File: config.mk
export PLATFORM = sky130hd
export DESIGN_NAME = sorted_table_writer_flat
export DESIGN_NICKNAME = d
export VERILOG_FILES = /design/src/rtl/sorted_table_writer_if.sv /design/src/rtl/sorted_table_writer.sv /design/src/flat_wrapper.sv
export SDC_FILE = /design/constraint.sdc
export NUM_CORES = 1
export LEC_CHECK = 0
export ABC_AREA = 1
export CAP_MARGIN = 30
export CORE_AREA = 2 2 86 88
export DETAILED_ROUTE_END_ITERATION = 16
export DIE_AREA = 0 0 88 90
export MAX_ROUTING_LAYER = met4
export PLACE_DENSITY_LB_ADDON = 0.1
export SETUP_SLACK_MARGIN = 0.1
export SLEW_MARGIN = 20
export SYNTH_ARGS = -nofsm -noshare
export SYNTH_HDL_FRONTEND = slang
export SYNTH_SLANG_ARGS = --single-unit
File: constraint.sdc
create_clock -name clk -period 1.9 [get_ports clk]
set_clock_uncertainty 0.05 [all_clocks]
set_input_delay 0.38 -clock clk [delete_from_list [all_inputs] [get_ports clk]]
set_output_delay 0.38 -clock clk [all_outputs]
set_load 0.02 [all_outputs]
File: src/rtl/sorted_table_writer_if.sv
// Insert handshake and RAM port bundle for sorted_table_writer.
// The slave modport is the writer itself; master is whoever feeds values and hosts the RAM.
interface sorted_table_writer_if #(
    parameter int DW = 8,
    parameter int AW = 4
);
    logic          in_valid;
    logic          in_ready;
    logic [DW-1:0] in_data;
    logic [AW-1:0] mem_addr;
    logic          mem_we;
    logic [DW-1:0] mem_wdata;
    logic [DW-1:0] mem_rdata;

    modport slave (
        input  in_valid, in_data, mem_rdata,
        output in_ready, mem_addr, mem_we, mem_wdata
    );

    modport master (
        output in_valid, in_data, mem_rdata,
        input  in_ready, mem_addr, mem_we, mem_wdata
    );
endinterface

File: src/rtl/sorted_table_writer.sv
// Insertion-sort writer for the ascending lookup table: scans from the top entry down,
// shifting larger entries up one slot through a single-port RAM with RD_LAT read latency.
module sorted_table_writer #(
    parameter int DW     = 8,
    parameter int AW     = 4,
    parameter int RD_LAT = 2
) (
    input  logic                   clk,
    input  logic                   rst_n,
    input  logic                   clear,
    sorted_table_writer_if.slave   bus,
    output logic [AW:0]            count,
    output logic                   full,
    output logic                   busy,
    output logic                   done
);

    localparam int DEPTH = 1 << AW;
    localparam int WCW   = (RD_LAT > 1) ? $clog2(RD_LAT) : 1;

    typedef enum logic [2:0] {
        IDLE,
        READ,
        WAIT,
        CMP,
        SHIFT,
        PLACE,
        FIN
    } state_t;

    state_t         state;
    state_t         state_next;
    logic [DW-1:0]  val;
    logic [DW-1:0]  sreg;
    logic [AW-1:0]  idx;
    logic [AW-1:0]  pos;
    logic [WCW-1:0] wcnt;
    logic           xfer;
    logic [AW-1:0]  mem_addr;
    logic           mem_we;
    logic [DW-1:0]  mem_wdata;

    assign full         = (count == (AW+1)'(DEPTH));
    assign busy         = (state != IDLE);
    assign done         = (state == FIN);
    assign bus.in_ready = (state == IDLE) && !full && !clear;
    assign xfer         = bus.in_valid && bus.in_ready;

    assign bus.mem_addr  = mem_addr;
    assign bus.mem_we    = mem_we;
    assign bus.mem_wdata = mem_wdata;

    always_ff @(posedge clk) begin
        if (!rst_n)
            state <= IDLE;
        else
            state <= state_next;
    end

    // The RAM address is held at idx through CMP so the read pipeline still returns that entry.
    always_comb begin
        state_next = state;
        mem_addr   = '0;
        mem_we     = 1'b0;
        mem_wdata  = '0;
        case (state)
            IDLE: begin
                if (xfer)
                    state_next = (count == '0) ? PLACE : READ;
            end
            READ: begin
                mem_addr   = idx;
                state_next = WAIT;
            end
            WAIT: begin
                mem_addr = idx;
                if (wcnt == '0)
                    state_next = CMP;
            end
            CMP: begin
                mem_addr   = idx;
                state_next = (bus.mem_rdata > val) ? SHIFT : PLACE;
            end
            SHIFT: begin
                mem_addr   = idx + 1'b1;
                mem_wdata  = sreg;
                mem_we     = 1'b1;
                state_next = (idx == '0) ? PLACE : READ;
            end
            PLACE: begin
                mem_addr   = pos;
                mem_wdata  = val;
                mem_we     = 1'b1;
                state_next = FIN;
            end
            FIN: begin
                state_next = IDLE;
            end
            default: begin
                state_next = IDLE;
            end
        endcase
    end

    // Clear and a transfer never coincide because in_ready is gated by clear.
    always_ff @(posedge clk) begin
        if (!rst_n) begin
            count <= '0;
            val   <= '0;
            sreg  <= '0;
            idx   <= '0;
            pos   <= '0;
            wcnt  <= '0;
        end else begin
            case (state)
                IDLE: begin
                    if (clear) begin
                        count <= '0;
                    end else if (xfer) begin
                        val <= bus.in_data;
                        if (count == '0)
                            pos <= '0;
                        else
                            idx <= AW'(count - 1'b1);
                    end
                end
                READ: begin
                    wcnt <= WCW'(RD_LAT - 1);
                end
                WAIT: begin
                    if (wcnt != '0)
                        wcnt <= wcnt - 1'b1;
                end
                CMP: begin
                    if (bus.mem_rdata > val)
                        sreg <= bus.mem_rdata;
                    else
                        pos <= idx + 1'b1;
                end
                SHIFT: begin
                    if (idx == '0)
                        pos <= '0;
                    else
                        idx <= idx - 1'b1;
                end
                PLACE: begin
                    count <= count + 1'b1;
                end
                default: begin
                end
            endcase
        end
    end

endmodule

File: src/flat_wrapper.sv
// flat-port wrapper written by rule: the top's interface ports become plain ports
module sorted_table_writer_flat 
#(
    parameter int DW     = 8,
    parameter int AW     = 4,
    parameter int RD_LAT = 2
)
  (clk, rst_n, clear, count, full, busy, done, bus_in_valid, bus_in_data, bus_mem_rdata, bus_in_ready, bus_mem_addr, bus_mem_we, bus_mem_wdata);
  sorted_table_writer_if #(.DW(DW), .AW(AW)) bus_i ();
  input  logic clk;
  input  logic rst_n;
  input  logic clear;
  output logic [AW:0] count;
  output logic full;
  output logic busy;
  output logic done;
  input wire logic [$bits(bus_i.in_valid)-1:0] bus_in_valid;
  input wire logic [$bits(bus_i.in_data)-1:0] bus_in_data;
  input wire logic [$bits(bus_i.mem_rdata)-1:0] bus_mem_rdata;
  output wire logic [$bits(bus_i.in_ready)-1:0] bus_in_ready;
  output wire logic [$bits(bus_i.mem_addr)-1:0] bus_mem_addr;
  output wire logic [$bits(bus_i.mem_we)-1:0] bus_mem_we;
  output wire logic [$bits(bus_i.mem_wdata)-1:0] bus_mem_wdata;
  assign bus_i.in_valid = bus_in_valid;
  assign bus_i.in_data = bus_in_data;
  assign bus_i.mem_rdata = bus_mem_rdata;
  assign bus_in_ready = bus_i.in_ready;
  assign bus_mem_addr = bus_i.mem_addr;
  assign bus_mem_we = bus_i.mem_we;
  assign bus_mem_wdata = bus_i.mem_wdata;
  sorted_table_writer #(.DW(DW), .AW(AW), .RD_LAT(RD_LAT)) u_core (.clk(clk), .rst_n(rst_n), .clear(clear), .bus(bus_i), .count(count), .full(full), .busy(busy), .done(done));
endmodule
==> results.txt, run 1 <==
Synth Area per Inst: 6.91 um^2
Fill cells: 719
Vias in the first global route: 2159
Setup violations, final: 0
HP Class: input pin to flip-flop
Die Height: 90 um
Post-DRT Antenna Nets: 0
First-pass GRT wire length: 9890 um
Footprint of the multi-input gates: 1430 um^2
Pin count of the biggest net entering global routing: 24
Routability cong.: 0.802
Synth Flop Type: dfxtp_1
Final hold violations: 0
Final net count: 427
CTS root buffer: clkbuf_8
CP delay by family, top: buffers and inverters
Crit end category: output port
Minimum clock period: 1870 ps
Synth top area share: 32.7%
Compound-Gate Fraction of Synth Area: 15.7%
Achievable Freq: 0.534 GHz
P&R area growth vs syn: 68.1%
Seq/Total Area, Yosys: 32.7%
Drt pass-1 iters: 6
Crit path DAT: 1440 ps
Status: complete, no violations
Htree depth: 2
Crit Path Class: flip-flop to output port
Post-DP HPWL: 4120 um
Fin util: 48.3%
XOR/XNOR Fraction of Synth Area: 1.30%
Worst r2r src: u_core.val[5]
Post-synthesis mux area share: 0%
Core ar.: 7020 um^2
Initial Util: 28.7%
Syn nets: 325
Ys async rst share: 0%
Simple-Gate Fraction of Synth Area: 30.8%
DR vias/cell: 4.59
CTS Sinks: 33
Die Area: 7920 um^2
Crit-path most repeated cell: buf_6
Clk_lat worst skew: 290 ps
Post-synth EDFFs: 0
CP max stage cell: dfxtp_4
Antenna diode count: 0
Gr busiest metal: met2
Row count: 31
Met2 GRT Util: 27.6%
Period utilization: 98.5%
Adder-cell share of the synthesized area: 8.06%
Top post-synthesis cells by area: dfxtp_1 33%, nand2_1 11%, ha_1 8.1%
I/O pins: 42
Seq cells post-synth: 33
Leakage: 1.61 nW
Largest family of logic cells by synthesized area: simple AND/OR/NAND/NOR gates
RSZ-0062 raised after global routing: yes
Wirelength, routed: 6400 um
Cts bufs inserted: 5
CP startpoint: u_core.state[1]
Cell area after synthesis: 2020 um^2
GRT Total Usage: 16.4%
Met3 usage: 3.31%
Min-delay src: bus_mem_rdata[4]
# DRC: 0
Maximum clock insertion buffer count: 2
Worst-Margin Slew: 314 ps
Wire per inst: 13.0 um
CP Data Required Time: 1470 ps
Cells after synthesis: 292
GR Overflow Total: 0
Clk slew on worst S/H paths: 80 ps
Met1 Use GR: 19.7%
Final slew viol count: 0
Via count: 2266
CTS tree: done
Power Dens Cells: 1280 nW/um^2
CP peak stage delay: 380 ps
Initial antenna violation count: 0
Sequential Area: 678 um^2
I/O Buffers: 41
Worst-path fanout max: 6
Peak VDD IR: 0.604 mV
Yosys cell types: 38
Die Width: 88 um
Cell Chain, Critical Path: nor2_4 -> buf_12 -> nand2_8 -> buf_6 -> o22ai_2 -> buf_6
Slew HR: 79.1%
Max-Cap Viols: 0
WP buf/inv: 3
Share of cells above drive strength 1: 40.3%
Yosys top cell by area: dfxtp_1
Synth warn: 0
CP startpoint kind: flip-flop
First DRT Iteration DRCs: 75
Setup TNS: 0 ps
-- cells by family (layout without fill, tap and decap cells) --
| group | count (synthesis) | after routing |
|---|---|---|
| compound gates | 57 | 57 |
| xor+xnor | 3 | 3 |
| fa+ha+maj | 13 | 13 |
| buf+inv | 53 | 152 |
| flops | 33 | 33 |
| simple gates | 133 | 137 |
-- state kept, by name, summed over array words and instances (netlist names) --
register      flops
u_core.count      5
u_core.sreg       8
u_core.pos        4
u_core.state      3
u_core.wcnt       1
u_core.val        8
u_core.idx        4
-- metrics by stage --
stage                     setup WS [ps]  cell area [um^2]  hold WS, ps  cells  total power, mW
final                              27.7              3390          320    494             4.33
after global routing              -23.2              3390          360    494             4.68
after CTS                          31.5              3070          434    486             3.90
after detailed placement           -343              2820          423    464             3.07
after global placement             -329              2820          424    464             3.06
after floorplan                    94.8              2040          394    292             2.21
-- layer usage --
metal  routed length [um]  share of wire (%)  vias to the layer above
met3                  213                3.3                        7
met1                 2850                 45                     1054
met5                    0                  0                        -
met4                   91                1.4                        0
li1                     -                  -                     1167
met2                 3250                 51                       38
-- power by group --
part           switching [mW]  internal [mW]
Clock                   0.276          0.328
Sequential              0.136          0.865
Combinational            1.43           1.30
Total                    1.84           2.49
-- cell type report --
class                           count  area share, %
Tap cell                           99           3.65
Sequential cell                    33           20.0
Timing Repair Buffer               98           25.7
Clock buffer                        7           2.84
Clock inverter                      1          0.148
Multi-Input combinational cell    210           42.1
Inverter                           46           5.57
-- path summary, 6_finish.rpt --
path                            to  slack, ps  depth (start not counted)
setup reg to reg   u_core.state[0]        180                         10
hold / removal      u_core.sreg[4]        320                          3
setup / recovery  bus_mem_wdata[7]         30                          6
hold reg to reg        u_core.wcnt        430                          2
-- worst min-delay path: stages --
cell and delay (ps):
dlymetal6s2s_1 110, nor2_1 50, nor2_1 80
-- synth_stat cells (all sizes together), types with 2 or more instances --
| cell type | n |
|---|---|
| nand2 | 67 |
| inv | 45 |
| nor2 | 40 |
| dfxtp | 33 |
| a21oi | 23 |
| o21ai | 19 |
| nand3 | 17 |
| ha | 13 |
| o22ai | 8 |
| buf | 4 |
| nand4 | 4 |
| nor3 | 4 |
| clkbuf | 3 |
| xor2 | 2 |
-- cell usage in the layout, fill, tap and decap left out, types with 4 or more instances in the layout --
cell	netlist	final
ha_4	0	6
inv_1	40	32
dlymetal6s2s_1	0	8
nand3_2	1	7
o21ai_0	12	7
nand2_1	61	53
dfxtp_1	33	25
nand3_1	15	10
o21ai_1	6	8
nor2_4	3	6
nor2_1	36	32
ha_1	13	6
a21oi_1	23	20
nand2_2	4	11
dlygate4sd2_1	0	4
o22ai_1	8	5
inv_2	4	8
dfxtp_2	0	5
buf_4	1	57
clkbuf_8	1	7
buf_6	2	12
clkdlybuf4s50_1	0	12
-- repair_timing --
action / 4_1_cts / 5_1_grt
buffers inserted: 11 / 7
pin swaps: 14 / 17
resized for setup: 107 / 71
hold buffers: 0 / 0
setup endpoints to repair: 32 / 39
cloned: 3 / 1
Power figures use the tool's default switching activity.
==> inputs of run 2 (changes only) <==
--- a/config.mk
+++ b/config.mk
@@ -6,10 +6,10 @@
 export NUM_CORES = 1
 export LEC_CHECK = 0
 export ABC_AREA = 1
-export CAP_MARGIN = 30
-export CORE_AREA = 2 2 86 88
+export CAP_MARGIN = 5
+export CORE_AREA = 2 2 66 68
 export DETAILED_ROUTE_END_ITERATION = 16
-export DIE_AREA = 0 0 88 90
+export DIE_AREA = 0 0 68 70
 export MAX_ROUTING_LAYER = met4
 export PLACE_DENSITY_LB_ADDON = 0.1
 export SETUP_SLACK_MARGIN = 0.1
==> run 2 against run 1 <==
The flow now finishes with violations (negative setup slack). Critical path type unchanged. Sequential power hardly changed. Non-clock buffer count is 8 lower. Clock-buffer cell count is 2 lower. Cell count is 11% lower. Die area is 40% lower. Core utilization is 29 points higher. Routed wire length is 7.5% lower. Highest routed layer unchanged. Flip-flop and latch count stayed put. Largest power group unchanged. First-iteration DRC count is 40% higher. Combinational power is 8.8% lower.
==> results.txt, run 2 (synthesized netlist as in run 1, its figures left out) <==
First-pass GRT wire length: 9520 um (was 9890 um)
Worst-path fanout max: 6 (unchanged)
P&R area growth vs syn: 59.7% (was 68.1%)
Regs by FF count: u_core.sreg: 8 flops, u_core.val: 8 flops, u_core.count: 5 flops (unchanged)
CP startpoint: u_core.state[0] (was u_core.state[1])
Initial Util: 48.7% (was 28.7%)
Minimum clock period: 1900 ps (was 1870 ps)
Fill cells: 323 (was 719)
Final hold violations: 0 (unchanged)
Die Area: 4760 um^2 (was 7920 um^2)
Antenna diode count: 0 (unchanged)
Final setup margin: -1.68 ps (was 27.7 ps)
Comb power frac: 62.4% (was 62.9%)
Cts bufs inserted: 5 (unchanged)
Crit Path Class: flip-flop to output port (unchanged)
Crit end category: output port (unchanged)
Setup violations, final: 1 (was 0)
Row count: 24 (was 31)
Peak VDD IR: 0.716 mV (was 0.604 mV)
Via count: 2275 (was 2266)
Most frequent cells in the layout: 52 x nand2_1, 46 x buf_4, 38 x inv_1, 31 x nor2_1, 31 x dfxtp_1 (was 57 x buf_4, 53 x nand2_1, 32 x inv_1, 32 x nor2_1, 25 x dfxtp_1)
CTS root buffer: clkbuf_8 (unchanged)
Routability cong.: 0.908 (was 0.802)
Pre-CTS setup slack: -347 ps (was -343 ps)
Wirelength, routed: 5930 um (was 6400 um)
Cell Int Power: 2.23 mW (was 2.49 mW)
Htree depth: 2 (unchanged)
Initial antenna violation count: 0 (unchanged)
GRT Total Usage: 26.4% (was 16.4%)
Die Width: 68 um (was 88 um)
Drt pass-1 iters: 4 (was 6)
Crit path capture: bus_mem_addr[2] (was bus_mem_wdata[7])
Setup slack, reg-to-reg: 70 ps (was 180 ps)
Share of cells above drive strength 1: 35.4% (was 40.3%)
Vias in the first global route: 2223 (was 2159)
Worst r2r src: u_core.state[0] (was u_core.val[5])
Worst Reg-to-Reg Cells: 10 (unchanged)
RR Endpoint: u_core.val[7] (was u_core.state[0])
Sw frac: 44.0% (was 42.5%)
Die Height: 70 um (was 90 um)
Clock power frac: 13.2% (was 13.9%)
Pin count of the biggest net entering global routing: 14 (was 24)
HP Class: input pin to flip-flop (unchanged)
Clk slew on worst S/H paths: 70 ps (was 80 ps)
First DRT Iteration DRCs: 105 (was 75)
Max-Cap Viols: 0 (unchanged)
Hold Buf Count CTS: 0 (unchanged)
Crit path DAT: 1470 ps (was 1440 ps)
Clk_lat worst skew: 280 ps (was 290 ps)
Post-DP HPWL: 3800 um (was 4120 um)
I/O Buffers: 41 (unchanged)
Fin util: 77.8% (was 48.3%)
Period utilization: 100% (was 98.5%)
Power Dens Cells: 1230 nW/um^2 (was 1280 nW/um^2)
CTS tree: done (unchanged)
Wire per inst: 13.5 um (was 13.0 um)
Status: finished, violations left (was complete, no violations)
RSZ-0062 raised after global routing: yes (unchanged)
Sw Pwr: 1.75 mW (was 1.84 mW)
CTS Sinks: 33 (unchanged)
Final net count: 419 (was 427)
I/O pins: 42 (unchanged)
Sequential share of power: 24.3% (was 23.1%)
Leakage: 1.55 nW (was 1.61 nW)
GR Overflow Total: 0 (unchanged)
Slew HR: 80.4% (was 79.1%)
DR vias/cell: 5.18 (was 4.59)
WHS Path Cells: 3 (unchanged)
Failing checks: negative setup slack
Maximum clock insertion buffer count: 2 (unchanged)
CP startpoint kind: flip-flop (unchanged)
Achievable Freq: 0.526 GHz (was 0.534 GHz)
Final slew viol count: 0 (unchanged)
Core ar.: 4140 um^2 (was 7020 um^2)
Worst-Margin Slew: 293 ps (was 314 ps)
CP Data Required Time: 1470 ps (about the same)
# DRC: 0 (unchanged)
Commonest non-fill, non-tap cell in the layout: nand2_1 (was buf_4)
Post-DRT Antenna Nets: 0 (unchanged)
## run 2: changes by cell type in the layout (fill, tap and decap cells not counted), sizes merged
cell / change
buf: -8
clkbuf: -2
clkinv: +1
clkinvlp: +1
dlygate4sd2: -1
dlymetal6s2s: +1
## run 2: area by class of cell
cell class	instances	area, um^2	share of cell area, %
Tap cell	52	65.1	2.02
Multi-Input combinational cell	210	1410	43.7
Clock buffer	5	68.8	2.14
Clock inverter	3	17.5	0.543
Inverter	46	184	5.71
Timing Repair Buffer	90	817	25.3
Sequential cell	33	663	20.6
## run 2: worst min-delay path by stage
stage	slack, ps	end	startpoint
floorplan	390	u_core.wcnt	u_core.wcnt
global placement	420	u_core.val[5]	u_core.val[5]
detailed placement	420	u_core.val[0]	u_core.val[0]
CTS	430	u_core.val[0]	u_core.val[0]
global route	350	u_core.sreg[0]	bus_mem_rdata[0]
finish	340	u_core.sreg[3]	bus_mem_rdata[3]
## run 2: power groups by stage
| stage | clock [mW] | sequential, mW | combinational, mW |
|---|---|---|---|
| after detailed placement | 0 | 0.960 | 2.08 |
| after global routing | 0.570 | 0.983 | 2.73 |
| after floorplan | 0 | 0.963 | 1.25 |
| after global placement | 0 | 0.956 | 2.05 |
| after CTS | 0.537 | 0.962 | 2.24 |
| final | 0.527 | 0.967 | 2.48 |
## run 2: critical path, cell delays in order, from the launching register on
cell and delay [ps]:
dfxtp_2 340, buf_6 120, nor2_4 200, nand2_4 160, inv_4 110, a22oi_2 70, nand2_1 80, buf_6 110
## run 2: timing repair
action	in CTS	in global routing
setup buffers	2	7
gates cloned	3	1
hold endpoints to repair	0	0
pin swaps	15	16
gates resized for setup	111	53
endpoints found under the setup margin	34	37
## run 2: metrics by stage
| stage | area [um^2] | cells | setup TNS, ps | hold WS, ps | power (mW) |
|---|---|---|---|---|---|
| final | 3220 | 439 | -1.68 | 335 | 3.98 |
| after global placement | 2760 | 418 | -5390 | 418 | 3.00 |
| after detailed placement | 2760 | 418 | -5500 | 418 | 3.04 |
| after floorplan | 2040 | 292 | 0 | 394 | 2.21 |
| after global routing | 3220 | 439 | -277 | 351 | 4.28 |
| after CTS | 2960 | 431 | 0 | 427 | 3.74 |
## run 2: routing by layer
metal  track usage [%]  up-vias  wire, um
met4              7.33        0       139
met2              47.7       79      3160
met5                 -        -         0
met3              4.83       15       295
li1                  -     1147         -
met1              28.7     1034      2330
==> inputs of run 3 (changes only) <==
--- a/config.mk
+++ b/config.mk
@@ -6,10 +6,10 @@
 export NUM_CORES = 1
 export LEC_CHECK = 0
 export ABC_AREA = 1
-export CAP_MARGIN = 5
 export CORE_AREA = 2 2 66 68
 export DETAILED_ROUTE_END_ITERATION = 16
 export DIE_AREA = 0 0 68 70
+export GPL_TIMING_DRIVEN = 0
 export MAX_ROUTING_LAYER = met4
 export PLACE_DENSITY_LB_ADDON = 0.1
 export SETUP_SLACK_MARGIN = 0.1
==> run 3 against run 2 <==
The flow still finishes with violations (negative setup slack). Routed wire length up 3.6%. First-iteration DRC count is 36% higher. Worst setup slack got worse by 32 ps. Power is 4.8% lower. Flip-flop and latch count unchanged. Sequential share of layout area grew 1.2 points. Final area is 2.4% lower. Clock power decreased by 0.8%. Largest power group unchanged.
==> results.txt, run 3 (synthesized netlist as in run 1, its figures left out) <==
Routability cong.: 0.880 (was 0.908)
Power Dens Cells: 1200 nW/um^2 (was 1230 nW/um^2)
CTS Sinks: 33 (unchanged)
Design area: 3150 um^2 (was 3220 um^2)
Failing checks: negative setup slack (unchanged)
GRT Total Usage: 25.4% (was 26.4%)
Initial Util: 48.7% (unchanged)
Crit Path Class: flip-flop to output port (unchanged)
Wirelength, routed: 6140 um (was 5930 um)
GR Overflow Total: 0 (unchanged)
Post-DRT Antenna Nets: 0 (unchanged)
Final net count: 403 (was 419)
Worst-Margin Slew: 501 ps (was 293 ps)
CTS tree: done (unchanged)
First-pass GRT wire length: 8980 um (was 9520 um)
Die Height: 70 um (unchanged)
Period utilization: 102% (was 100%)
Maximum clock insertion buffer count: 2 (unchanged)
Vias in the first global route: 2074 (was 2223)
CP peak stage delay: 390 ps (was 340 ps)
Wire per inst: 14.5 um (was 13.5 um)
Post-DP HPWL: 3570 um (was 3800 um)
Cts bufs inserted: 5 (unchanged)
First DRT Iteration DRCs: 143 (was 105)
I/O Buffers: 41 (unchanged)
Share of cells above drive strength 1: 35.3% (was 35.4%)
Final slew viol count: 0 (unchanged)
Die Area: 4760 um^2 (unchanged)
DR vias/cell: 5.26 (was 5.18)
Final setup margin: -34.2 ps (was -1.68 ps)
P&R area growth vs syn: 55.9% (was 59.7%)
Commonest non-fill, non-tap cell in the layout: nand2_1 (unchanged)
Leakage: 1.50 nW (was 1.55 nW)
Worst-path fanout max: 5 (was 6)
Peak VDD IR: 0.760 mV (was 0.716 mV)
Initial antenna violation count: 0 (unchanged)
Htree depth: 2 (unchanged)
Max-Cap Viols: 0 (unchanged)
Clk slew on worst S/H paths: 70 ps (about the same)
CP delay by family, top: buffers and inverters (was simple AND/OR/NAND/NOR gates)
Pin count of the biggest net entering global routing: 11 (was 14)
WP buf/inv: 5 (was 3)
Slew HR: 66.6% (was 80.4%)
Row count: 24 (unchanged)
Cell Chain, Critical Path: inv_4 -> nor2_4 -> inv_2 -> nor2_4 -> inv_4 -> buf_4 -> o22ai_1 -> buf_4 (was buf_6 -> nor2_4 -> nand2_4 -> inv_4 -> a22oi_2 -> nand2_1 -> buf_6)
Status: finished, violations left (unchanged)
Crit end category: output port (unchanged)
Hold Buf Count CTS: 0 (unchanged)
Die Width: 68 um (unchanged)
Via count: 2224 (was 2275)
Minimum clock period: 1930 ps (was 1900 ps)
Clk_lat worst skew: 290 ps (was 280 ps)
Drt pass-1 iters: 4 (unchanged)
CTS root buffer: clkbuf_8 (unchanged)
Regs by FF count: u_core.sreg: 8 flops, u_core.val: 8 flops, u_core.count: 5 flops (unchanged)
RSZ-0062 raised after global routing: yes (unchanged)
Crit path DAT: 1500 ps (was 1470 ps)
Antenna diode count: 0 (unchanged)
# DRC: 0 (unchanged)
I/O pins: 42 (unchanged)
CP Data Required Time: 1470 ps (about the same)
Setup violations, final: 8 (was 1)
Pre-CTS setup slack: -460 ps (was -347 ps)
HP Class: flip-flop to flip-flop (was input pin to flip-flop)
Most frequent cells in the layout: 56 x nand2_1, 34 x nor2_1, 30 x inv_1, 26 x buf_4, 21 x a21oi_1 (was 52 x nand2_1, 46 x buf_4, 38 x inv_1, 31 x nor2_1, 31 x dfxtp_1)
Core ar.: 4140 um^2 (unchanged)
CP startpoint kind: flip-flop (unchanged)
Area after DPL: 2510 um^2 (was 2760 um^2)
Final hold violations: 0 (unchanged)
Achievable Freq: 0.517 GHz (was 0.526 GHz)
CP max stage cell: dfxtp_4 (was dfxtp_2)
## run 3: cell count changes in the layout (fill, tap and decap cells not counted), moves of 6 or more
cell and change:
dfxtp_1 -12, inv_2 +7, dlygate4sd2_1 +7, dlymetal6s2s_1 -6
inv_1 -8, dfxtp_2 +9, buf_4 -20
## run 3: worst reg2reg max path: stages, from the launching register on
cell     delay, ps
dfxtp_2        320
inv_2           50
ha_1           290
nand2_2         60
nor2_4         100
nand4_1        210
nand3_4        220
buf_6          130
buf_8          110
nand2_1         70
nand2_1         80
nor2_1          40
## run 3: stage by stage
step           power [mW]  hold WS (ps)  instances  utilization [%]  setup TNS (ps)
2_1_floorplan        2.21           394        292                -               0
3_3_place_gp         2.64           414        385             60.6           -8440
3_5_place_dp         2.68           412        385             60.6           -8720
4_1_cts              3.50           425        414             70.0            -206
5_1_grt              4.03           441        423             75.9            -733
6_report             3.78           421        423             75.9            -111
## run 3: routing by layer
metal	global-route usage (%)	vias to the layer above	wire, um
met1	28.0	1058	2450
met2	44.0	51	3360
li1	-	1107	-
met4	10.2	0	69
met3	4.51	8	255
met5	-	-	0
## run 3: path summary, 6_finish.rpt
path                                    endpoint  slack [ps]  depth (start not counted)             from
worst max-delay path            bus_mem_wdata[6]         -30                          8  u_core.state[0]
worst min-delay path                 u_core.wcnt         420                          2      u_core.wcnt
worst max register to register    u_core.sreg[4]          70                         11    u_core.val[4]
worst min register to register       u_core.wcnt         420                          2      u_core.wcnt
## run 3: cell type report
class / instances / area (um^2)
clock inverters: 2 / 10.0
clock buffers: 6 / 72.6
well taps: 52 / 65.1
flip-flops and latches: 33 / 686
repair buffers: 71 / 694
plain buffers: 7 / 81.3
fillers: 297 / 998
inverters: 46 / 185
multi-input cells: 206 / 1350
## run 3: what timing repair did
action,CTS,global route
endpoints found under the setup margin,32,29
cloned,3,0
resized for setup,129,54
buffers inserted,18,9
pin swaps,18,18
## run 3: report_power, final
| group | total (mW) | internal (mW) | leakage [nW] | switching, mW |
|---|---|---|---|---|
| Combinational | 2.24 | 0.980 | 1.18 | 1.26 |
| Clock | 0.523 | 0.254 | 0.0450 | 0.269 |
| Sequential | 1.02 | 0.868 | 0.276 | 0.156 |
| Total | 3.78 | 2.10 | 1.50 | 1.68 |
